[src/rtl/hsi_frame_decoder.sv]
// Oversampled serial frame decoder: start / data / optional parity / stop,
// 3-sample majority vote per bit, single-entry output register with overrun detect.
module hsi_frame_decoder #(
    parameter int DATA_W    = 8,
    parameter int OVS       = 8,
    parameter int PARITY    = 1,
    parameter int MSB_FIRST = 0
) (
    input  logic              clk,
    input  logic              n_rst,
    input  logic              clk_en,
    input  logic              d,
    output logic [DATA_W-1:0] q,
    output logic              q_valid,
    input  logic              q_ack,
    output logic              pb_err,
    output logic              fr_err,
    output logic              ovr_err,
    output logic              frame_end,
    output logic              start_bit_accepted,
    output logic              busy
);

    localparam int PW = $clog2(OVS);
    localparam int BW = (DATA_W > 1) ? $clog2(DATA_W) : 1;

    localparam logic [PW-1:0] PH_V0    = PW'(OVS / 2 - 1);
    localparam logic [PW-1:0] PH_V1    = PW'(OVS / 2);
    localparam logic [PW-1:0] PH_DEC   = PW'(OVS / 2 + 1);
    localparam logic [BW-1:0] LAST_BIT = BW'(DATA_W - 1);

    localparam logic [2:0] S_IDLE  = 3'd0;
    localparam logic [2:0] S_START = 3'd1;
    localparam logic [2:0] S_DATA  = 3'd2;
    localparam logic [2:0] S_PAR   = 3'd3;
    localparam logic [2:0] S_STOP  = 3'd4;
    localparam logic [2:0] S_BREAK = 3'd5;

    logic [2:0]        state_q, state_d;
    logic [PW-1:0]     ph_q, ph_d;
    logic [BW-1:0]     bit_q, bit_d;
    logic [1:0]        v_q, v_d;
    logic [DATA_W-1:0] sh_q, sh_d;
    logic              par_q, par_d;
    logic [DATA_W-1:0] q_q, q_d;
    logic              qv_q, qv_d;
    logic              sba_q, sba_d;
    logic              fe_q, fe_d;
    logic              pb_q, pb_d;
    logic              fr_q, fr_d;
    logic              ovr_q, ovr_d;

    logic              vote;
    logic              decide;
    logic              par_ok;
    logic [BW-1:0]     idx;

    always_comb begin
        vote   = (v_q[0] & v_q[1]) | (v_q[0] & d) | (v_q[1] & d);
        decide = clk_en && (ph_q == PH_DEC);
        if (PARITY == 0) begin
            par_ok = 1'b1;
        end else if (PARITY == 1) begin
            par_ok = (^sh_q) ^ par_q;
        end else begin
            par_ok = ~((^sh_q) ^ par_q);
        end
        idx = (MSB_FIRST != 0) ? (LAST_BIT - bit_q) : bit_q;
    end

    always_comb begin
        state_d = state_q;
        ph_d    = ph_q;
        bit_d   = bit_q;
        v_d     = v_q;
        sh_d    = sh_q;
        par_d   = par_q;
        q_d     = q_q;
        qv_d    = qv_q;
        sba_d   = 1'b0;
        fe_d    = 1'b0;
        pb_d    = 1'b0;
        fr_d    = 1'b0;
        ovr_d   = 1'b0;

        if (qv_q && q_ack) begin
            qv_d = 1'b0;
        end

        if (clk_en) begin
            ph_d = ph_q + 1'b1;
            if (ph_q == PH_V0) v_d[0] = d;
            if (ph_q == PH_V1) v_d[1] = d;

            case (state_q)
                S_IDLE: begin
                    ph_d = '0;
                    if (!d) begin
                        // The falling-edge tick itself is phase 0.
                        state_d = S_START;
                        ph_d    = PW'(1);
                    end
                end
                S_START: begin
                    if (decide) begin
                        if (vote) begin
                            state_d = S_IDLE;
                            ph_d    = '0;
                        end else begin
                            state_d = S_DATA;
                            bit_d   = '0;
                            sba_d   = 1'b1;
                        end
                    end
                end
                S_DATA: begin
                    if (decide) begin
                        sh_d[idx] = vote;
                        if (bit_q == LAST_BIT) begin
                            state_d = (PARITY != 0) ? S_PAR : S_STOP;
                        end else begin
                            bit_d = bit_q + 1'b1;
                        end
                    end
                end
                S_PAR: begin
                    if (decide) begin
                        par_d   = vote;
                        state_d = S_STOP;
                    end
                end
                S_STOP: begin
                    if (decide) begin
                        pb_d = ~par_ok;
                        if (vote) begin
                            fe_d    = 1'b1;
                            state_d = S_IDLE;
                            ph_d    = '0;
                            if (par_ok) begin
                                // A load together with q_ack replaces the word instead of overrunning.
                                if (qv_q && !q_ack) begin
                                    ovr_d = 1'b1;
                                end else begin
                                    q_d  = sh_q;
                                    qv_d = 1'b1;
                                end
                            end
                        end else begin
                            fr_d    = 1'b1;
                            state_d = S_BREAK;
                        end
                    end
                end
                S_BREAK: begin
                    if (d) begin
                        state_d = S_IDLE;
                        ph_d    = '0;
                    end
                end
                default: begin
                    state_d = S_IDLE;
                    ph_d    = '0;
                end
            endcase
        end
    end

    always_ff @(posedge clk or negedge n_rst) begin
        if (!n_rst) begin
            state_q <= S_IDLE;
            ph_q    <= '0;
            bit_q   <= '0;
            v_q     <= '0;
            sh_q    <= '0;
            par_q   <= 1'b0;
            q_q     <= '0;
            qv_q    <= 1'b0;
            sba_q   <= 1'b0;
            fe_q    <= 1'b0;
            pb_q    <= 1'b0;
            fr_q    <= 1'b0;
            ovr_q   <= 1'b0;
        end else begin
            state_q <= state_d;
            ph_q    <= ph_d;
            bit_q   <= bit_d;
            v_q     <= v_d;
            sh_q    <= sh_d;
            par_q   <= par_d;
            q_q     <= q_d;
            qv_q    <= qv_d;
            sba_q   <= sba_d;
            fe_q    <= fe_d;
            pb_q    <= pb_d;
            fr_q    <= fr_d;
            ovr_q   <= ovr_d;
        end
    end

    assign q                  = q_q;
    assign q_valid            = qv_q;
    assign pb_err             = pb_q;
    assign fr_err             = fr_q;
    assign ovr_err            = ovr_q;
    assign frame_end          = fe_q;
    assign start_bit_accepted = sba_q;
    assign busy               = (state_q != S_IDLE);

endmodule

[config.mk]
export PLATFORM = sky130hd
export DESIGN_NAME = hsi_frame_decoder
export DESIGN_NICKNAME = d
export VERILOG_FILES = /design/src/rtl/hsi_frame_decoder.sv
export SDC_FILE = /design/constraint.sdc
export NUM_CORES = 1
export LEC_CHECK = 0
export ABC_AREA = 1
export CAP_MARGIN = 0
export CELL_PAD_IN_SITES_DETAIL_PLACEMENT = 1
export CELL_PAD_IN_SITES_GLOBAL_PLACEMENT = 1
export CORE_MARGIN = 2
export CORE_UTILIZATION = 44
export DETAILED_ROUTE_END_ITERATION = 10
export HOLD_SLACK_MARGIN = 0.05
export PLACE_DENSITY = 0.94
export SETUP_SLACK_MARGIN = 0.3
export SYNTH_ARGS = -nofsm -noshare
export SYNTH_HDL_FRONTEND = slang
export SYNTH_SLANG_ARGS = --single-unit
export TNS_END_PERCENT = 20
[constraint.sdc]
create_clock -name clk -period 3.4 [get_ports clk]
set_input_delay 0.68 -clock clk [delete_from_list [all_inputs] [get_ports clk]]
set_output_delay 0.68 -clock clk [all_outputs]
set_load 0.05 [all_outputs]
==> results.sh <==
export IMPL_cts_made_buffers=5
export IMPL_die_h_um=68.21
export IMPL_regArea_um2=850.8
export IMPL_cp_endpoint="busy"
export IMPL_period_needed_ps=2517
export IMPL_drtIter0Drc=114
export IMPL_grt_max_degree=35
export IMPL_holdBufCountCts=0
export IMPL_fmax_ghz=0.3973
export IMPL_final_common_cell="nand2_1"
export IMPL_rsz0062_at_grt="no"
export IMPL_regToRegStartpoint="ph_q[1]"
export IMPL_design_area_um2=2123
export IMPL_gp_congestion=0.7789
export IMPL_worstSkewPairLatency_ps=300
export IMPL_worstMarginPinSlew_ps=495.3
export IMPL_cp_max_fo=6
export IMPL_drive_above_1_share=0.09717
export IMPL_postCtsResizedCells=0
export IMPL_nets=257
export IMPL_synth_top_cell_area_share=0.4690
export IMPL_powerDensity_nw_per_um2=637.2
export IMPL_place_hpwl_um=3543
export IMPL_synth_distinct_cells=26
export IMPL_post_synth_top_area_cell="dfrtp_1"
export IMPL_worstSetupPathType="register to output port"
export IMPL_grt_usage=0.2452
export IMPL_reg2reg_depth=7
export IMPL_ff2ff_setup_slack_ps=1480
export IMPL_synth_seq_cells=34
export IMPL_total_power_w=0.001353
export IMPL_fin_crit_sh=0.7403
export IMPL_core_um2=3971
export IMPL_leakage_nw=1.047
export IMPL_setup_tns_ps=0
export IMPL_htree_levels=2
export IMPL_grt_overflow=0
export IMPL_crit_arrival_ps=1840
export IMPL_drc_errors=0
export IMPL_post_cts_setup_buffers=0
export IMPL_finish_utilization=0.5347
export IMPL_final_cell_mix="nand2_1 (70), dfrtp_1 (34), inv_1 (23)"
export IMPL_setup_violations=0
export IMPL_antenna_cells=0
export IMPL_syn_inst=224
export IMPL_worstHoldPathType="register to register"
export IMPL_cts_root_buf="clkbuf_8"
export IMPL_fp_dieArea_um2=4653
export IMPL_syn_area_um2=1814
export IMPL_max_cap_violations=0
export IMPL_wl_um=4898
export IMPL_start_kind="register"
export IMPL_status="completed"
export IMPL_first_global_vias=1772
export IMPL_ir_worst_vdd_v=0.0002649
export IMPL_grt_pass1_wl_um=8335
export IMPL_die_x_um=68.21
export IMPL_ys_top_cells_by_area="dfrtp_1 (47%), nand2_1 (14%), inv_1 (4.8%)"
export IMPL_clock_sinks=34
export IMPL_clk_path_buf_depth=2
export IMPL_ios=20
export IMPL_io_buffers=19
export IMPL_placed_area_um2=2032
export IMPL_cp_startpoint="state_q[0]"
export IMPL_yosys_warnings=0
export IMPL_hold_violations=0
export IMPL_vias=1636
export IMPL_wl_per_cell_um=16.49
export IMPL_synth_seq_area_share=0.4690
export IMPL_fillers=499
export IMPL_first_pass_iters=4
export IMPL_critPathRequiredTime_ps=2720
export IMPL_cts_tree="yes"
export IMPL_multi_input_area_um2=812.0
export IMPL_slew_violations=0
export IMPL_start_util=0.4568
export IMPL_num_rows=23
export IMPL_antenna_found_initial=0
export IMPL_r2r_end="q[6]"
export IMPL_clkTransAtPathRegs_ps=70
export IMPL_clock_skew_ps=6.583
export IMPL_syn_avg_cell_area_um2=8.099
export IMPL_relSlewSlack=0.6687
export IMPL_whs_ps=492.6
export IMPL_cp_end_kind="output port"
export IMPL_area_growth_syn_to_layout_pct=17.03
export IMPL_postRouteAntennaNets=0
export IMPL_synth_nets=235
export IMPL_vias_per_cell=5.508
-- sequential cells by signal, summed over array words and instances, names as in the netlist --
| register | flops |
|---|---|
| q_valid | 1 |
| state_q | 3 |
| q | 8 |
| v_q | 2 |
| sh_q | 8 |
| frame_end | 1 |
| par_q | 1 |
| start_bit_accepted | 1 |
| ph_q | 3 |
| pb_err | 1 |
| ovr_err | 1 |
| bit_q | 3 |
| fr_err | 1 |
-- kinds of logic after synthesis --
group | after synthesis | synth area share
AO/OA/AOI/OAI | 34 | 0.1014
XOR/XNOR | 1 | 0.004828
adder cells (fa/ha/maj) | 6 | 0.04138
buffers and inverters | 33 | 0.08344
flip-flops | 34 | 0.4690
AND/OR/NAND/NOR | 116 | 0.3000
-- worst max-delay path, stage by stage, from the launching register on --
cell and delay [ps]:
dfrtp_1 470, inv_2 90, nand3_1 150, clkdlybuf4s50_1 830
-- area by class of cell --
cell class / count / area share
well taps: 50 / 0.02946
flip-flops and latches: 34 / 0.4007
multi-input cells: 157 / 0.3824
inverters: 27 / 0.04773
repair buffers: 21 / 0.09664
clock buffers: 7 / 0.04066
clock inverters: 1 / 0.002357
-- where the power goes --
group | switching [W] | internal [W] | leakage [nW] | total, W
clock network | 0.000154 | 0.000163 | 0.0482 | 0.000317
logic | 0.000350 | 0.000150 | 0.549 | 0.000501
registers | 0.0000705 | 0.000465 | 0.450 | 0.000535
total | 0.000574 | 0.000779 | 1.05 | 0.00135
-- cells in the mapped netlist --
library cell	number
a21oi_1	10
a21oi_2	1
a31oi_1	2
buf_2	1
buf_4	3
buf_6	2
dfrtp_1	34
ha_1	6
inv_1	23
inv_2	4
nand2_1	70
nand2_2	1
nand3_1	15
nand3_2	2
nand3_4	1
nand3b_1	1
nand4_1	8
nor2_1	12
nor2_2	1
nor2_4	1
nor3_1	2
nor3_4	2
o21ai_0	17
o21ai_1	2
o21ai_2	2
xnor2_1	1
-- layer usage --
| metal | vias up | global-route usage | part of all wire |
|---|---|---|---|
| li1 | 768 | - | - |
| met2 | 60 | 0.4235 | 0.50 |
| met3 | 19 | 0.06579 | 0.051 |
| met4 | 0 | 0.1300 | 0.035 |
| met1 | 789 | 0.2741 | 0.41 |
| met5 | - | 0 | 0 |
-- worst min-delay path by stage --
stage | from | endpoint | slack (ps) | cells past startpoint
floorplan | n_rst | bit_q[0] | 380 | 0
global placement | q[3] | q[3] | 460 | 2
detailed placement | q[1] | q[1] | 470 | 2
CTS | q[4] | q[4] | 500 | 2
global route | q[4] | q[4] | 520 | 2
finish | q[2] | q[2] | 490 | 2
-- per-stage QoR --
stage | worst slack (ps) | std cells
6_report | 882.9 | 297
5_1_grt | 783.4 | 297
4_1_cts | 884.9 | 297
3_5_place_dp | 766.7 | 289
3_3_place_gp | 897.7 | 289
2_1_floorplan | 1766 | 224
Power figures use the tool's default switching activity.
